File: config.mk
export PLATFORM = sky130hd
export DESIGN_NAME = fetch_queue
export DESIGN_NICKNAME = d
export VERILOG_FILES = /design/src/rtl/fetch_queue.sv
export SDC_FILE = /design/constraint.sdc
export NUM_CORES = 1
export LEC_CHECK = 0
export BUFFER_PORTS_ARGS = -buffer_cell sky130_fd_sc_hd__buf_4
export CORE_MARGIN = 1.5
export CORE_UTILIZATION = 25
export DETAILED_ROUTE_END_ITERATION = 16
export GPL_ROUTABILITY_DRIVEN = 0
export SKIP_LAST_GASP = 1
export SYNTH_ARGS = -nofsm -noshare
export SYNTH_HDL_FRONTEND = slang
export SYNTH_SLANG_ARGS = --single-unit
File: constraint.sdc
create_clock -name clk -period 14.96 [get_ports clk]
set_input_delay 1.496 -clock clk [delete_from_list [all_inputs] [get_ports clk]]
set_output_delay 1.496 -clock clk [all_outputs]
set_load 0.01 [all_outputs]
File: src/rtl/fetch_queue.sv
// ============================================================================
// fetch_queue
// ----------------------------------------------------------------------------
// Instruction fetch front end. It issues sequential requests to a
// single-cycle-latency instruction RAM and buffers the returned words in a
// small FIFO that feeds decode with a valid/ready handshake. A redirect from
// execute flushes the FIFO and restarts fetch at a new, aligned address. A
// halt stops new requests, but a response already in flight is still queued.
//
// Ports
//   clk          in   1        clock, all state on the rising edge
//   rst          in   1        asynchronous active-low reset (0 = reset)
//   mem_en       out  1        fetch request to the instruction RAM
//   mem_addr     out  ADDR_W   byte address of the request (current pc)
//   mem_rdata    in   INSTR_W  RAM read data, valid one cycle after mem_en
//   redirect     in   1        flush the queue and restart fetch
//   redirect_pc  in   ADDR_W   restart address, low bits are forced to 0
//   halt         in   1        suppress new requests
//   instr_valid  out  1        head entry valid toward decode
//   instr        out  INSTR_W  head instruction
//   instr_pc     out  ADDR_W   address of the head instruction
//   instr_ready  in   1        decode accepts the head this cycle
//   count        out  CNT_W    number of occupied queue entries
// ============================================================================
module fetch_queue #(
    parameter int unsigned        ADDR_W   = 32,
    parameter int unsigned        INSTR_W  = 32,
    parameter int unsigned        DEPTH    = 4,   // power of two, >= 2
    parameter logic [ADDR_W-1:0]  RESET_PC = '0
) (
    input  logic                      clk,
    input  logic                      rst,
    output logic                      mem_en,
    output logic [ADDR_W-1:0]         mem_addr,
    input  logic [INSTR_W-1:0]        mem_rdata,
    input  logic                      redirect,
    input  logic [ADDR_W-1:0]         redirect_pc,
    input  logic                      halt,
    output logic                      instr_valid,
    output logic [INSTR_W-1:0]        instr,
    output logic [ADDR_W-1:0]         instr_pc,
    input  logic                      instr_ready,
    output logic [$clog2(DEPTH):0]    count
);

    localparam int unsigned PTR_W      = $clog2(DEPTH);
    localparam int unsigned CNT_W      = PTR_W + 1;
    localparam int unsigned STEP_BYTES = INSTR_W / 8;

    localparam logic [ADDR_W-1:0] PC_STEP    = ADDR_W'(STEP_BYTES);
    // Clears the byte-offset bits inside one instruction word.
    localparam logic [ADDR_W-1:0] ALIGN_MASK = ~(ADDR_W'(STEP_BYTES - 1));

    // ------------------------------------------------------------------------
    // State
    // ------------------------------------------------------------------------
    logic [ADDR_W-1:0]  pc_q;         // next address to request
    logic               inflight_q;   // a RAM response arrives this cycle
    logic [ADDR_W-1:0]  issue_pc_q;   // address of the in-flight request
    logic [PTR_W-1:0]   head_q;
    logic [PTR_W-1:0]   tail_q;
    logic [CNT_W-1:0]   count_q;

    logic [ADDR_W-1:0]  pc_mem   [DEPTH];
    logic [INSTR_W-1:0] word_mem [DEPTH];

    // ------------------------------------------------------------------------
    // Control
    // ------------------------------------------------------------------------
    logic               pop;
    logic               push;
    logic               issue;
    logic [CNT_W:0]     occupancy;
    logic [CNT_W:0]     limit;

    assign instr_valid = (count_q != '0);

    // NOTE: every signal written here gets a default first, so no path can
    // leave it unassigned and infer a latch.
    always_comb begin
        pop       = 1'b0;
        push      = 1'b0;
        issue     = 1'b0;
        occupancy = '0;
        limit     = '0;

        if (rst && !redirect) begin
            pop  = instr_valid && instr_ready;
            push = inflight_q;

            // Entries already held plus the one on its way back must leave
            // room for a new word; a pop this cycle frees one slot early.
            occupancy = {1'b0, count_q} + (CNT_W + 1)'(inflight_q);
            limit     = (CNT_W + 1)'(DEPTH) + (CNT_W + 1)'(pop);
            issue     = !halt && (occupancy < limit);
        end
    end

    // ------------------------------------------------------------------------
    // Fetch pointer, in-flight tracking and queue bookkeeping
    // ------------------------------------------------------------------------
    // NOTE: state is updated with non-blocking assignments so every register
    // samples the values from before the edge, regardless of statement order.
    always_ff @(posedge clk or negedge rst) begin
        if (!rst) begin
            pc_q       <= RESET_PC;
            inflight_q <= 1'b0;
            issue_pc_q <= '0;
            head_q     <= '0;
            tail_q     <= '0;
            count_q    <= '0;
        end else if (redirect) begin
            // Nothing is issued in the redirect cycle, and clearing the
            // in-flight bit drops the response arriving right now.
            pc_q       <= redirect_pc & ALIGN_MASK;
            inflight_q <= 1'b0;
            head_q     <= '0;
            tail_q     <= '0;
            count_q    <= '0;
        end else begin
            inflight_q <= issue;
            if (issue) begin
                pc_q       <= pc_q + PC_STEP;
                issue_pc_q <= pc_q;
            end
            if (push) begin
                tail_q <= tail_q + PTR_W'(1);
            end
            if (pop) begin
                head_q <= head_q + PTR_W'(1);
            end
            unique case ({push, pop})
                2'b10:   count_q <= count_q + CNT_W'(1);
                2'b01:   count_q <= count_q - CNT_W'(1);
                default: count_q <= count_q;
            endcase
        end
    end

    // ------------------------------------------------------------------------
    // Entry storage
    // ------------------------------------------------------------------------
    // NOTE: the storage array has no reset; an entry is only visible once it
    // has been written and counted, so its power-up contents never matter.
    always_ff @(posedge clk) begin
        if (push) begin
            pc_mem[tail_q]   <= issue_pc_q;
            word_mem[tail_q] <= mem_rdata;
        end
    end

    // ------------------------------------------------------------------------
    // Outputs
    // ------------------------------------------------------------------------
    // The head is read straight from registered storage; gating with
    // instr_valid makes instr/instr_pc read zero while the queue is empty.
    assign instr    = instr_valid ? word_mem[head_q] : '0;
    assign instr_pc = instr_valid ? pc_mem[head_q]   : '0;
    assign mem_en   = issue;
    assign mem_addr = pc_q;
    assign count    = count_q;

endmodule

---- Word-level counts from Yosys, hierarchy flattened ----
Memories as Yosys holds them, arrays and structs flattened.
Index checks and enable logic that the tools add are counted.
word-level totals
  register bits after elaboration ......... 72
  latch bits .............................. 0
  memory bits (writable) .................. 256
  memory bits (read-only) ................. 0
  bits of input ports ..................... 69
  output and inout port bits .............. 101
  word-level logic and storage cells ...... 46
  memories kept ........................... 2
memories
  memory    depth  width  rd ports  clocked after Yosys merged registers in  write ports  line  text
  pc_mem    4      32     1         0                                        1            64    logic [ADDR_W-1:0] pc_mem [DEPTH];
  word_mem  4      32     1         0                                        1            65    logic [INSTR_W-1:0] word_mem [DEPTH];
cells by class
  add/sub/neg operators ................... 7
  $mul .................................... 0
  divide/modulo/power cells ............... 0
  magnitude comparators ................... 1
  eq/ne operators ......................... 2
  shift operators ......................... 0
  mux-type cells .......................... 16
  bitwise operators ....................... 1
  reductions and logical operators ........ 11
operator list
  operator                                                             count
  32-bit two-way mux                                                   4
  32-bit by 3-bit adder with 32-bit output (second input constant)     1
  2-bit two-way mux                                                    4
  1-bit two-way mux                                                    6
  3-bit one-hot mux with 2 select lines                                1
  2-bit nonzero test                                                   3
  3-bit nonzero test                                                   2
  2-bit by 1-bit adder with 2-bit output (second input constant)       2
  3-bit by 1-bit adder with 4-bit output                               1
  3-bit by 1-bit adder with 4-bit output (first input constant)        1
  4-bit < comparator                                                   1
  3-bit by 1-bit adder with 3-bit output (second input constant)       1
  1-bit logical AND                                                    3
  3-bit two-way mux                                                    1
  3-bit by 1-bit subtractor with 3-bit output (second input constant)  1
  2-bit by 1-bit == test with 1-bit output (second input constant)     1
  2-bit == test (second input constant)                                1
  1-bit zero test                                                      2
  2-bit AND reduction                                                  1
  1-bit inverter                                                       1

---- Longest topological paths before layout ----
Gate-level depths: netlist of the first run.
  depth in word-level cells ............... 8
  mapped depth ............................ 9
  depth with buffers taken out ............ 8

---- Worst setup path before layout of the first run ----
No wires, ideal clock.
  kind .................................... input port to flip-flop
  start ................................... input port redirect
  end ..................................... memory pc_mem[0][10] (enable)
  library setup time ...................... 0.571 ns
  arrival ................................. 6.619 ns
  required time ........................... 14.389 ns
  path slack .............................. 7.770 ns
  cell stages on the path ................. 4
  buffers on the path ..................... 3
  cell sequence ........................... buf_2 -> clkbuf_1 -> clkbuf_1 -> nor3b_1
on the way
  cells in the longest elaborated chain, start to end .. 5
ends and longest elaborated chain
  item                                     line  text
  start: declaration                       36    input logic redirect,
  1-bit zero test                          87    if (rst && !redirect) begin
  1-bit logical AND                        87
  1-bit two-way mux                        87
  1-bit two-way mux                        146   if (push) begin
  1-bit two-way mux (implied by the code)  147   pc_mem[tail_q] <= issue_pc_q;
  end: declaration                         64
No other way between the ends.

---- Worst setup path after layout of the first run ----
  start ................................... input port redirect
  end ..................................... output port mem_en
on the way
  cells in the longest elaborated chain, start to end .. 3
ends and longest elaborated chain
  item               line  text
  1-bit zero test    87
  1-bit logical AND  87
  1-bit two-way mux  87
  end: declaration   33    output logic mem_en,
No other way between the ends.

==> summary by stage, run 1 <==
Synthesis
In the synthesized netlist the async set-or-reset flop fraction comes to 0.215. The total of flip-flops plus latches after synthesis is 316. The dominant cell type by area after synthesis is edfxtp_1. Measured against the total synthesized area, the mux share comes to 0.111. The number of distinct library cells after synthesis is 56.

Of the total synthesized cell area, the portion taken by full adders, half adders and majority gates is 0.00832. The area share of the leading cell type in the synthesized netlist is 0.576. For this run, the register share of the synthesized area comes to 0.707. The fraction of synthesized cell area in xor and xnor cells is 0.0122. The complex-gate fraction of the synthesized area is 0.0363. For this run, the number of Yosys warnings is 0.

The summed instance area of the synthesized netlist is around 13000 µm². Of the total synthesized cell area, the portion taken by AND, OR, NAND and NOR gates is 0.105. Sorting the synthesized cells by area gives the leading types as edfxtp_1 (58%), dfrtp_1 (13%), mux4_2 (11%). By area, the combinational part of the netlist is dominated by multiplexers.

The most instantiated flip-flop cell in the synthesis netlist is edfxtp_1. In this run the mean area of a mapped cell was roughly 16 µm². The instance count of the mapped netlist is 786. The number of synthesized flops with an enable pin is ~250.

STA
Dividing the final minimum period by the clock period gives 0.342. The worst path setup slack after routing is about 9.8 ns. Derived from the worst setup path, the maximum achievable clock frequency is about 0.2 GHz. Setup repair after global routing left no endpoint under its margin. Clock skew on the completed layout was measured at 0.0199 ns. For the pin with the worst max-slew slack, the measured transition is approximately 1.1 ns.

The count of endpoints failing hold in the final timing report is 0. Headroom to the max-slew limit came out at 0.246. The final count of negative-setup-slack endpoints is 0. The final-layout setup total negative slack is 0 ns. The total count of max-transition violations in the final report is 0. The post-route minimum period is 5.12 ns. The final hold slack is about 0.51 ns.

Floorplanning
The floorplan die area is 53100 µm². In this run the count of I/O pins placed on the die edge is 170. The initial utilization of the core area, before any placement, comes to 0.253. After floorplanning, the core was sized to cover ~51000 µm². The number of standard-cell rows in the floorplan is 83. The die is around 230 µm wide. The die boundary height is ~230 µm.

Critical path
Walking the worst path, the cells encountered are buf_4, nand2b_1, a311oi_2, nand2_2, buf_4, inv_2, buf_4. The worst setup path is captured at an output pin. For this run, the slowest stage of the critical path takes 0.58 ns. The cell depth of the worst flop-to-flop path is 9.

The critical path required time is 13.46 ns. Among the stages of the critical path, the cell type that occurs most often is buf_4. The worst setup path is of the input pin to output pin kind. The critical-path maximum fanout is 60.

Data arrives at the worst endpoint at ~3.6 ns. Among all stages on the critical path, the largest delay is contributed by inv_2. STA classifies the critical path startpoint as an input pin.

CTS
The number of clock buffers added by TritonCTS is 36. Gates resized during post-CTS repair numbered 0. CTS built an H-tree with a depth of 2. The tree is rooted in a clkbuf_16.

The clock passes through at most 3 buffers. The insertion delay of the later-clocked pin in the worst-skew pair is around 0.55 ns. The TritonCTS clock tree is yes. The number of hold buffers added after CTS was 0. The number of setup buffers added after CTS is 0. Clock-pin slew was measured on the worst setup and hold paths at about 0.06 ns. CTS saw 316 sinks.

Final layout
The synthesis-to-finish area growth is 24.5%. The count of placed standard cells in the final layout, fillers left out is between 1500 and 2000. The post-layout net count is about 1000. Of the cells placed in the final design, the portion with a size suffix greater than 1 is 0.320.

The library cells used most frequently in the layout, excluding fill and tap cells, are edfxtp_1 (248), buf_4 (170), nand2_1 (103). The number of fillers in the final layout is 5050. The most common cell after layout, fill and taps aside is edfxtp_1.

Power and ir drop
The worst-case IR drop observed on VDD is about 0.07 mV. Power comes to about 2.1 mW. In this run the power density over the cells is between 100 and 150 nW/µm². In this run the static leakage power is 5.80 nW.

Flow run
Across the run, the number of max-cap violations was 0.

Global routing
The initial antenna violation count is 0. The total track usage is 0.120. Entering global routing, the biggest net connects between 60 and 70 pins. The via count of the first global-routing pass is about 7700. The first global-routing pass estimated between 40000 and 50000 µm of wire. The total overflow left after global routing is 0.

Drt
The number of nets with antenna violations after detailed routing is 0. In the routed layout, each cell is associated on average with a via count of between 4 and 5. The final routed DRC violation total is 0.

The total routed wirelength is 31600 µm. In this run, the number of DRC markers left after iteration 0 of detailed routing was ~390. Dividing the detail-routed wire length by the instance count gives about 19 µm. Across all layers, the routed design uses approximately 7400 vias. The first detailed-routing pass ran for 4 iterations.

Placement
The worst-case setup slack after placement is about 10 ns. The HPWL after detailed placement is 18700 µm. Including well taps, the total number of placed cells is ~1600. Input and output buffers added on the ports amount to 163.

Hold path
The worst hold path cell count is 0. The worst hold path class is flop to flop.

Status
The run finished with clean final reports.
## logic make-up (layout without fill, tap and decap cells)
| family | after synthesis | after routing |
|---|---|---|
| fa+ha+maj | 8 | 8 |
| other cells | 1 | 5 |
| buf+inv | 55 | 244 |
| simple gates | 254 | 254 |
| mux | 66 | 66 |
| flops | 316 | 316 |
| compound gates | 68 | 68 |
| xor+xnor | 18 | 18 |
## per-layer routing
layer	part of all wire	vias to the layer above	GRT usage
li1	-	3340	-
met1	0.46	3784	0.164
met2	0.46	230	0.187
met3	0.056	45	0.0269
met4	0.023	0	0.0455
met5	0	-	0
## final timing paths
kind,start,endpoint,slack [ns]
setup / recovery,redirect,mem_en,9.84
hold / removal,issue_pc_q[20],pc_mem[2][20],0.51
setup reg to reg,inflight_q,mem_addr[8],11.82
hold reg to reg,issue_pc_q[20],pc_mem[2][20],0.51
max in group asynchronous,rst,issue_pc_q[11],13.05
min in group asynchronous,rst,head_q[0],0.83
## area by class of cell
cell class,instances,area (µm²),share of cell area
repair buffers,170,1280,0.0793
inverters,11,41.3,0.00256
clock buffers,46,1000,0.0621
clock inverters,17,205,0.0127
flip-flops and latches,316,9160,0.569
diodes,1,2.50,0.000155
well taps,680,851,0.0529
multi-input cells,418,3570,0.222
## sequential cells by signal, summed over array words and instances, names as in the netlist
register and cells:
word_mem 128, pc_mem 120, issue_pc_q 30, mem_addr 30, count 3, head_q 2, tail_q 2, inflight_q 1
## cells in the mapped netlist (8+ instances only)
master	instances
a21o_1	8
a21oi_1	10
and2_1	66
buf_2	13
clkbuf_1	22
dfrtp_1	68
edfxtp_1	248
inv_1	9
mux4_2	62
nand2_1	103
nand3_1	15
nand4_1	9
nor2_1	8
nor3_1	9
nor4_1	12
o21ai_0	13
o21ai_1	12
xnor2_1	8
xor2_1	10
## through the flow
stage                     area, µm²   util
final                         16100  0.314
after global routing          16100  0.314
after CTS                     16100  0.314
after detailed placement      14900  0.291
after global placement        14900  0.291
after floorplan               12900      -
## power by group
part	switching, mW	leakage (nW)	total [mW]	internal (mW)
sequential	0.0436	3.09	1.03	0.989
clock	0.357	0.584	0.900	0.543
combinational	0.0704	2.12	0.136	0.0652
total	0.471	5.80	2.07	1.60
## critical path: cells and delay by family
kind	cells	cell delay, ns
AND/OR/NAND/NOR	2	0.33
AO/OA/AOI/OAI	1	0.33
buffers and inverters	4	1.41
(Power assumes the default switching activity.)
==> run 2, diff against run 1 <==
- clock period: 14.96 -> 5.15 ns (I/O delays scaled with it)
==> run 2 against run 1 <==
  * Hold slack worse by 0.32 ns
  * Die area is the same
  * Wire length barely moved
  * Final area shrank 0.28%
  * Clock power rose to 2.8 times the previous value
  * Critical path type unchanged
==> summary by stage, run 2 (synthesized netlist as in run 1, its figures left out) <==
STA
The clock skew came to 0.0113 ns (was 0.0199 ns). Setup repair after global routing missed its margin: false (unchanged). The tightest slew margin relative to the limit is 0.269 (was 0.246). The final hold slack is 0.189 ns (was 0.514 ns).

The count of endpoints failing hold in the final timing report is 0 (unchanged). The highest clock frequency the design can meet is 0.288 GHz. The total count of max-transition violations in the final report came to 0 (unchanged). For the finished layout, the period the worst path requires is between 3 and 4 ns. The final count of negative-setup-slack endpoints was 0 (unchanged). The final-layout setup total negative slack is 0 ns (unchanged). The final clock period utilization by the worst path is 0.674. The worst path setup slack after routing is 1.68 ns (was 9.84 ns). The worst-margin pin slew is 1.10 ns (was 1.13 ns).

Global routing
The maximum number of pins on one net before global-route repair was 66 (unchanged). The total track usage came to 0.121 (was 0.120). The global-route wire length before repair is 48300 µm (was 48000 µm).

The global-route track usage on met2 is 0.186 (was 0.187). The met1 layer usage reported by global route was 0.165 (was 0.164). The via count of the first global-routing pass is 7806 (was 7710). The initial antenna violation count is 0 (unchanged).

The total overflow reported by the global router is 0 (unchanged). The met3 track demand over resource in global routing is 0.0294 (was 0.0269). The layer carrying the most global-route usage is met2 (unchanged).

Placement
The count of placed standard cells including taps is 1594 (was 1595). The worst-case setup slack after placement is 2.15 ns (was 9.83 ns). The number of input and output port buffers inserted was 163 (unchanged).

The total cell area at the placement stage came to 14900 µm² (about the same). The post-detailed-placement half-perimeter wirelength is 19200 µm (was 18700 µm).

Critical path
The dominant cell type by count on the critical path is buf_4 (unchanged). The critical-path maximum fanout is 41 (was 60). The worst reg-to-reg setup slack is 2.43 ns (was 11.82 ns).

The worst endpoint data arrival time is 2.96 ns (was 3.62 ns). The maximum cell stage delay along the critical path is 0.54 ns (was 0.58 ns). The end of the worst register-to-register path is mem_addr[27] (was mem_addr[8]). The cell with the largest stage delay on the worst path was inv_2 (unchanged). The cell depth of the worst flop-to-flop path is 7 (was 9).

The startpoint kind of the worst setup timing path is an input pin (unchanged). Cell-by-cell trace of the critical path: dlygate4sd3_1, buf_4, nand2b_1, a311oi_2, nand2_2, inv_2, buf_4 (was buf_4, nand2b_1, a311oi_2, nand2_2, buf_4, inv_2, buf_4). The worst flop-to-flop path startpoint is inflight_q (unchanged). The critical path required time was 4.64 ns (was 13.46 ns). The capturing element type of the critical path was an output pin (unchanged).

The kind of critical path is input pin to output pin (unchanged).

Flow run
The count of max-cap constraint violations is 0 (unchanged).

Power and ir drop
The power per cell area is 367 nW/µm² (was 129 nW/µm²). The part of the power in combinational logic came to 0.068 (was 0.066). The internal cell power is 4.55 mW (was 1.60 mW).

The proportion of power drawn by flip-flops and latches is 0.509 (was 0.499). The share of total power consumed by net switching is 0.227 (was 0.228). The leakage power of the design is 5.78 nW (was 5.80 nW). The switching power of the nets was 1.34 mW (was 471 µW). The share of total power in the clock network is 0.423 (was 0.435). The worst vdd rail ir drop is 0.212 mV (was 0.0701 mV). The total power after layout is 5.89 mW (was 2.07 mW).

Drt
The total routed wirelength is 31600 µm (about the same). The routed wirelength normalized by instance count is 19.0 µm (about the same). The final routed DRC violation total is 0 (unchanged). The first-pass iteration count of the detailed router is 5 (was 4). The vias after detailed routing is 7346 (was 7399). The number of nets with antenna violations after detailed routing is 0 (unchanged). The via density per instance is 4.42 (was 4.46).

The first-iteration detailed-routing DRC count is 417 (was 388).

CTS
The CTS H-tree depth was 2 (unchanged). The root cell of the clock tree is clkbuf_16 (unchanged). The clock tree buffer depth is 3 (unchanged). The TritonCTS clock tree is yes (unchanged). The number of gates given a new drive strength after cts is 0 (unchanged). The clock transition at the registers of the reported paths is 0.06 ns (about the same). The total number of clock tree sinks was 316 (unchanged). The number of buffers created by CTS is 37 (was 36). The insertion delay of the later-clocked pin in the worst-skew pair is 0.52 ns (was 0.55 ns).

Floorplanning
The horizontal die dimension is 230 µm (unchanged). The floorplan die area was 53100 µm² (unchanged). The die boundary height was 230 µm (unchanged). The number of standard-cell rows in the floorplan was 83 (unchanged). The I/O pin total is 170 (unchanged).

The area of the core is 51200 µm² (unchanged). The effective utilization at floorplan is 0.253 (unchanged).

Final layout
The number of fillers in the final layout was 5059 (was 5050). Regs by FF count: word_mem (128), pc_mem (120) (unchanged). The post-layout net count is 1031 (was 1030). The flip-flop count of the largest register, all copies and words added was 128 (unchanged). The count of placed standard cells in the final layout, fillers left out is 1661 (was 1659).

The fraction of final layout cells sized beyond drive strength 1 is 0.316 (was 0.320). The share of the core filled with cells in the final layout was 0.314 (about the same). The number of diodes is 0 (was 1). The synthesis-to-finish area growth is 24.1% (was 24.5%). The multi-input combinational cell area was 3570 µm² (about the same). The most common cell after layout, fill and taps aside is edfxtp_1 (unchanged).

The final instance area came to 16100 µm² (about the same). Leading cell types in the layout, fill and taps excluded: edfxtp_1 (248), buf_4 (169), nand2_1 (103) (was edfxtp_1 (248), buf_4 (170), nand2_1 (103)). The largest register by flop count is word_mem (unchanged). The register area is 9160 µm² (unchanged).

Status
Run status: finished clean (unchanged).

Hold path
The worst hold path cell count came to 1 (was 0). The endpoint of the worst hold path is word_mem[0][8] (was pc_mem[2][20]). The worst hold path class is input pin to flop (was flop to flop). The startpoint of the tightest hold check path is mem_rdata[8] (was issue_pc_q[20]).
## run 2: power groups by stage
stage          registers [mW]  clock network [mW]  logic (mW)
2_1_floorplan            3.01                   0       0.196
3_3_place_gp             3.04                   0       0.403
3_5_place_dp             3.05                   0       0.410
4_1_cts                  3.00                2.58       0.413
5_1_grt                  3.02                2.68       0.446
6_report                 3.00                2.49       0.401
## run 2: area by class of cell
cell class	count	area share
clock buffers	45	0.0602
well taps	680	0.0530
clock inverters	21	0.0117
repair buffers	170	0.0797
multi-input cells	418	0.223
inverters	11	0.00257
flip-flops and latches	316	0.570
## run 2: metal layers
layer	vias up	routed length, µm
met5	-	0
met4	0	978
met3	51	1810
met2	208	14400
met1	3742	14400
li1	3345	-
## run 2: critical path: cells and delay by family
family | cells | cell delay [ns]
AND/OR/NAND/NOR | 2 | 0.28
AO/OA/AOI/OAI | 1 | 0.36
buffers and inverters | 4 | 1.77
## run 2: timing repair
action	CTS	global route
buffers inserted	0	0
hold endpoints to repair	36	0
hold buffers	1	0
## run 2: how the worst max path moves through the flow
stage               startpoint            end  slack, ns  depth (start not counted)
global route               rst         mem_en       1.43                          7
detailed placement         rst         mem_en       2.15                          6
CTS                        rst         mem_en       1.62                          7
global placement           rst         mem_en       2.20                          6
floorplan             redirect  pc_mem[0][10]       1.16                          4
finish                     rst         mem_en       1.68                          7
